File: config.mk
export PLATFORM = sky130hd
export DESIGN_NAME = dice_game
export DESIGN_NICKNAME = d
export VERILOG_FILES = /design/src/rtl/dice_game.sv
export SDC_FILE = /design/constraint.sdc
export NUM_CORES = 1
export LEC_CHECK = 0
export CORE_AREA = 2 2 74 76
export DETAILED_ROUTE_END_ITERATION = 16
export DIE_AREA = 0 0 76 78
export GPL_ROUTABILITY_DRIVEN = 0
export GPL_TIMING_DRIVEN = 0
export HOLD_SLACK_MARGIN = 0.15
export PLACE_DENSITY_LB_ADDON = 0.12
export RECOVER_POWER = 100
export SKIP_CTS_REPAIR_TIMING = 1
export SYNTH_ARGS = -nofsm -noshare
export SYNTH_HDL_FRONTEND = slang
export SYNTH_SLANG_ARGS = --single-unit
File: constraint.sdc
create_clock -name clk -period 2.8 [get_ports clk]
set_input_delay 0.28 -clock clk [delete_from_list [all_inputs] [get_ports clk]]
set_output_delay 0.28 -clock clk [all_outputs]
set_load 0.01 [all_outputs]
File: src/rtl/dice_game.sv
// Pig scorekeeper and turn controller: captures the dice face on button release,
// accumulates turn totals, banks them on hold and declares a winner at TARGET.
module dice_game #(
  parameter int unsigned TARGET  = 50,
  parameter int unsigned SCORE_W = 7
) (
  input  logic               clk,
  input  logic               rst,
  input  logic               button,
  input  logic [2:0]         throw,
  input  logic               hold,
  input  logic               new_game,
  output logic               player,
  output logic [SCORE_W-1:0] turn_total,
  output logic [SCORE_W-1:0] score0,
  output logic [SCORE_W-1:0] score1,
  output logic [2:0]         last_throw,
  output logic               roll_done,
  output logic               bust,
  output logic               game_over,
  output logic               winner,
  output logic               err
);

  localparam logic [SCORE_W:0] TGT = (SCORE_W+1)'(TARGET);

  typedef enum logic [1:0] {IDLE, ROLL, OVER} state_t;

  state_t             state_q, state_d;
  logic               player_q, player_d;
  logic [SCORE_W-1:0] tt_q, tt_d;
  logic [SCORE_W-1:0] s0_q, s0_d;
  logic [SCORE_W-1:0] s1_q, s1_d;
  logic [2:0]         last_q, last_d;
  logic               rd_q, rd_d;
  logic               bust_q, bust_d;
  logic               go_q, go_d;
  logic               win_q, win_d;
  logic               err_q, err_d;
  logic [SCORE_W-1:0] bank_sum;

  // Saturating SCORE_W-bit add
  function automatic logic [SCORE_W-1:0] sat_add(input logic [SCORE_W-1:0] a,
                                                  input logic [SCORE_W-1:0] b);
    logic [SCORE_W:0] s;
    s = {1'b0, a} + {1'b0, b};
    return s[SCORE_W] ? {SCORE_W{1'b1}} : s[SCORE_W-1:0];
  endfunction

  assign bank_sum = sat_add(player_q ? s1_q : s0_q, tt_q);

  always_comb begin
    state_d  = state_q;
    player_d = player_q;
    tt_d     = tt_q;
    s0_d     = s0_q;
    s1_d     = s1_q;
    last_d   = last_q;
    rd_d     = 1'b0;
    bust_d   = 1'b0;
    go_d     = go_q;
    win_d    = win_q;
    err_d    = err_q;

    if (new_game) begin
      state_d  = IDLE;
      player_d = 1'b0;
      tt_d     = '0;
      s0_d     = '0;
      s1_d     = '0;
      last_d   = '0;
      go_d     = 1'b0;
      win_d    = 1'b0;
      err_d    = 1'b0;
    end else begin
      case (state_q)
        IDLE: begin
          if (hold) begin
            if (player_q) s1_d = bank_sum;
            else          s0_d = bank_sum;
            tt_d = '0;
            if ({1'b0, bank_sum} >= TGT) begin
              state_d = OVER;
              go_d    = 1'b1;
              win_d   = player_q;
            end else begin
              player_d = ~player_q;
            end
          end else if (button) begin
            state_d = ROLL;
          end
        end
        ROLL: begin
          if (!button) begin
            state_d = IDLE;
            last_d  = throw;
            rd_d    = 1'b1;
            case (throw)
              3'd1: begin
                tt_d     = '0;
                player_d = ~player_q;
                bust_d   = 1'b1;
              end
              3'd0, 3'd7: err_d = 1'b1;
              default:    tt_d  = sat_add(tt_q, SCORE_W'(throw));
            endcase
          end
        end
        OVER:    state_d = OVER;
        default: state_d = IDLE;
      endcase
    end
  end

  always_ff @(posedge clk or posedge rst) begin
    if (rst) begin
      state_q  <= IDLE;
      player_q <= 1'b0;
      tt_q     <= '0;
      s0_q     <= '0;
      s1_q     <= '0;
      last_q   <= '0;
      rd_q     <= 1'b0;
      bust_q   <= 1'b0;
      go_q     <= 1'b0;
      win_q    <= 1'b0;
      err_q    <= 1'b0;
    end else begin
      state_q  <= state_d;
      player_q <= player_d;
      tt_q     <= tt_d;
      s0_q     <= s0_d;
      s1_q     <= s1_d;
      last_q   <= last_d;
      rd_q     <= rd_d;
      bust_q   <= bust_d;
      go_q     <= go_d;
      win_q    <= win_d;
      err_q    <= err_d;
    end
  end

  assign player     = player_q;
  assign turn_total = tt_q;
  assign score0     = s0_q;
  assign score1     = s1_q;
  assign last_throw = last_q;
  assign roll_done  = rd_q;
  assign bust       = bust_q;
  assign game_over  = go_q;
  assign winner     = win_q;
  assign err        = err_q;

endmodule

* Word level (Yosys, flattened, before mapping)
Cells that the tools add are included.
Word-level totals: register bits 32, bits of input ports 8, output and inout bits 30, word-level logic and storage cells 96
Operators by class: add/subtract/negate cells 2, order comparisons 1, eq/ne operators 13, mux-type cells 50, bitwise operators 1, reductions and logical operators 18
Operators with widths (count):
- $mux 7 | 14
- $pmux 7 s2 | 2
- $mux 1 | 24
- $reduce_and 3->1 | 5
- $ne 3x3->1 const B | 4
- $reduce_bool 2->1 | 6
- $mux 2 | 5
- $mux 3 | 3
- $add 7x3->8 | 1
- $add 7x7->8 | 1
- $ne 4x4->1 const B | 2
- $ge 7x6->1 const B | 1
- $pmux 2 s3 | 1
- $reduce_and 5->1 | 1
- $reduce_and 4->1 | 1
- $eq 3x1->1 const B | 1
- $eq 3x3->1 const B | 1
- $logic_not 3->1 | 1
- $ne 3x2->1 const B | 1
- $reduce_bool 3->1 | 1
- $eq 2x1->1 const B | 1
- $eq 2x2->1 const B | 1
- $logic_not 2->1 | 1
- $ne 2x1->1 const B | 1
- other kinds (5) | 5

* Longest topological paths before layout
depth after elaboration 8, gate-level depth with buffers 11

* Worst setup path after synthesis
OpenSTA, ideal clock, no wires.
path kind reg2reg, start point register player_q, in the netlist player, end point register player_q, in the netlist player, library setup time 80 ps, arrival 2600 ps, required time 2720 ps, setup slack 120 ps, cell stages (with the launch flop) 12, buffers on the path 1, clock period less this slack 2680 ps, path through dfrtp_1 > buf_4 > mux2_2 > ha_1 > inv_1 > fa_1 > and2b_1 > o22a_2 > xor2_1 > o211ai_2 > a2111o_1 > o211ai_2
On the way: longest elaborated chain between the ends 6, elaborated cells on any way between the ends 13, those cells by class 1 x add/sub; 1 x order compare; 1 x eq/ne; 8 x mux; 1 x bitwise; 1 x reduce/logical
Ends and longest elaborated chain:
- from (decl) | RTL line 30 | logic player_q, player_d;
- from (signal assigned) | RTL line 130 | player_q <= player_d;
- $mux 7 | RTL line 50 | assign bank_sum = sat_add(player_q ? s1_q : s0_q, tt_q);
- $add 7x7->8 | RTL line 46 | s = {1'b0, a} + {1'b0, b};
- $mux 7 | RTL line 47 | return s[SCORE_W] ? {SCORE_W{1'b1}} : s[SCORE_W-1:0];
- $ge 7x6->1 | RTL line 82 | if ({1'b0, bank_sum} >= TGT) begin
- $ne 3x3->1 (no source line)
- $reduce_and 5->1 (no source line)
Several ways; a longest one is shown, not always the timed one. The select of a mux whose other input is x is not followed. A chain may end at the register's enable or synchronous reset.

* Worst setup path in the final report
Same ends and word-level chain as after synthesis.

==> qor.csv <==
metric;value;unit
FF-to-FF Start;player;
Syn Area/Cell;10.1;sq um
placed instance count;305;
sequential fraction of the synthesis area;39.8;%
Clock Sinks;32;
PortBufs;36;
IO Count;38;
H-tree levels;2;
Netlist Area Pre-Place;2010;sq um
die width;76;microns
CP max stage delay;0.40;ns
clock share of power;31.9;%
crit share post-route;96.2;%
CTS Buffer Depth;2;
P_int;758;uW
GR Overflow Total;0;
worst setup path class;reg -> reg;
Detailed Routing Iterations Pass 1;5;
final hold viol count;0;
critical-path maximum fanout;10;
synth top area cells;dfrtp_1 (40%), mux2_2 (6.7%), ha_1 (6.2%), nand2_1 (3.5%), mux2i_1 (3.0%);
setup_tns;0;ns
total power;1.07;mW
overall routed net length;4.70;mm
Max Slew Vio Count;0;
Distinct cells, synth;50;
HP Class;in -> async;
Sequential Area;801;sq um
Multi-input gate area;1190;sq um
Synth warnings;0;
Fill cells;502;
ys async rst share;100;%
max cap viols;0;
required time worst endpoint;3.01;ns
Final Skew;0.00305;ns
Final ANT Viol Nets;0;
Slew @ Worst Pin;1.22;ns
CTS tree;done;
DR WL/cell;14.9;microns
Area Overhead vs Synth;29.8;%
Post-synth EDFFs;0;
status;finished clean;
overall routing resource usage;16.7;%
placed wire-length estimate;3.34;mm
Setup crit start kind;flop;
Die Span Y;78;microns
leading area contributor after synthesis;dfrtp_1;
reg2reg end;player;
Worst-path clk slew;0.07;ns
Remaining DRCs;0;
FF-to-FF setup slack;0.11;ns
Pwr per Cell Area;409;nW/um^2
first-pass GRT wire length;7.84;mm
Hold Slack;0.374;ns
Initial Util;39.9;%
Rows;26;
Comb power frac;21.5;%
worst r2r path cells;11;
Seq pwr share;46.7;%
data arrival time of the worst path;2.90;ns
Syn Inst Count;199;
Die ar.;5930;sq um
DRT iter0 DRCs;67;
Net count, final;265;
crit-path cells;buf_6, mux2_2, ha_4, inv_1, fa_1, and2b_1, o22a_2, xor2_2, o211ai_2, a2111o_1, o211ai_2;
vias;1651;
vias in the first global route;1547;
Syn Nets;219;
FMAX;371;MHz
most used cell, CP;o211ai_2;
share of cells above drive strength 1;16.7;%
Rel. slew slack;18.4;%
switching power;311;uW
clock period minus worst slack;2.69;ns
Clock Latency Late Sink;0.28;ns
initial antenna violation count;0;
number of buffers created by CTS;5;
Yosys top cell area share;39.8;%
Root Driver;clkbuf_8;
slowest CP cell;dfrtp_1;
most frequent cell after synthesis;dfrtp_1;
Seq cells post-synth;32;
top post-synthesis cells by count;dfrtp_1 (32), nand2_1 (19), nor2_1 (14);
Leakage;1.33;nW
final non-filler cell total;315;
pin count of the biggest net entering global routing;33;
n_diodes;0;
Vias/cell;5.24;
setup violators final;0;
Switching Share;29.1;%
Peak VDD IR;0.225;mV
main flop type after synthesis;dfrtp_1;
core area;5040;sq um
Setup crit end kind;flop;
kinds of logic (layout without fill, tap and decap cells):
| logic type | after synthesis | in the layout | synth area share [%] |
|---|---|---|---|
| AOI/OAI and AO/OA | 54 | 54 | 21.2 |
| adders and majority gates | 12 | 12 | 8.20 |
| buffers and inverters | 17 | 63 | 3.79 |
| muxes | 19 | 19 | 10.4 |
| DFF | 32 | 32 | 39.8 |
| and+or+nand+nor | 62 | 62 | 15.4 |
| xor gates and xnor gates | 3 | 3 | 1.31 |
placed cells by master, fill, tap and decap left out, types with 2 or more instances in the layout:
cell              n
nor3b_1           2
o21a_1            2
and2b_1           2
a31oi_1           3
nand4b_1          2
clkdlybuf4s50_1   2
buf_6             2
o22a_1            4
mux2i_1           6
a21oi_1           5
a211oi_1          3
nor2b_1           5
nor2_1           14
ha_1              7
dlygate4sd3_1    34
and3_1            2
fa_1              2
o211ai_2          3
mux2_2           12
o21ai_0           5
a21o_1            4
nand2_1          19
nand3_1           6
a21oi_2           3
o31ai_1           5
xor2_1            2
ha_4              3
a31oi_2           2
dfrtp_1          32
a21boi_0          2
buf_4             2
clkbuf_1          5
nor3_1            3
a22o_1            4
inv_1            11
clkbuf_8          5
metrics by stage:
| stage | area, sq um | utilization (%) | setup slack (ns) |
|---|---|---|---|
| global placement | 2460 | 48.8 | -0.0503 |
| detailed placement | 2460 | 48.8 | -0.0593 |
| floorplan | 2010 | - | 0.120 |
| CTS | 2540 | 50.3 | -0.0802 |
| finish | 2610 | 51.8 | 0.107 |
| global route | 2610 | 51.8 | -0.0225 |
cell type report:
type	count	share of cell area, %
Buffer	5	1.29
Tap cell	70	3.35
Clock buffer	6	2.78
Clock inverter	1	0.192
Inverter	12	1.72
Sequential cell	32	30.7
Multi-Input combinational cell	150	45.5
Timing Repair Buffer	39	14.5
flip-flops by register name, summed over array words and instances, names as in the netlist:
register    count
last_throw      3
state_q         2
roll_done       1
score0          7
game_over       1
winner          1
score1          7
player          1
err             1
turn_total      7
bust            1
worst max path at each step:
stage | startpoint | endpoint | slack (ns) | cells past startpoint
2_1_floorplan | player | player | 0.12 | 11
3_3_place_gp | player | player | -0.05 | 11
3_5_place_dp | player | player | -0.06 | 11
4_1_cts | player | player | -0.08 | 11
5_1_grt | player | player | -0.02 | 9
6_report | player | player | 0.11 | 11
power by group through the flow:
stage | sequential (mW) | clock (mW) | combinational [mW]
2_1_floorplan | 0.514 | 0 | 0.134
3_3_place_gp | 0.506 | 0 | 0.229
3_5_place_dp | 0.508 | 0 | 0.229
4_1_cts | 0.499 | 0.351 | 0.231
5_1_grt | 0.501 | 0.367 | 0.251
6_report | 0.499 | 0.341 | 0.229
critical path, delay by kind of cell, from the launching register on:
kind | cells | cell delay, ns
buffers and inverters | 2 | 0.21
XOR/XNOR | 1 | 0.16
flip-flops | 1 | 0.40
AND/OR/NAND/NOR | 1 | 0.24
multiplexers | 1 | 0.25
adder cells (fa/ha/maj) | 2 | 0.53
AO/OA/AOI/OAI | 4 | 0.82
metal layers:
metal  vias up  wire [microns]  global-route usage (%)
li1        815               -                       -
met1       793            2310                    23.1
met2        37            2140                    25.5
met3         6             174                    3.84
met4         0              69                    6.00
met5         -               0                       0
(Power assumes the default switching activity.)
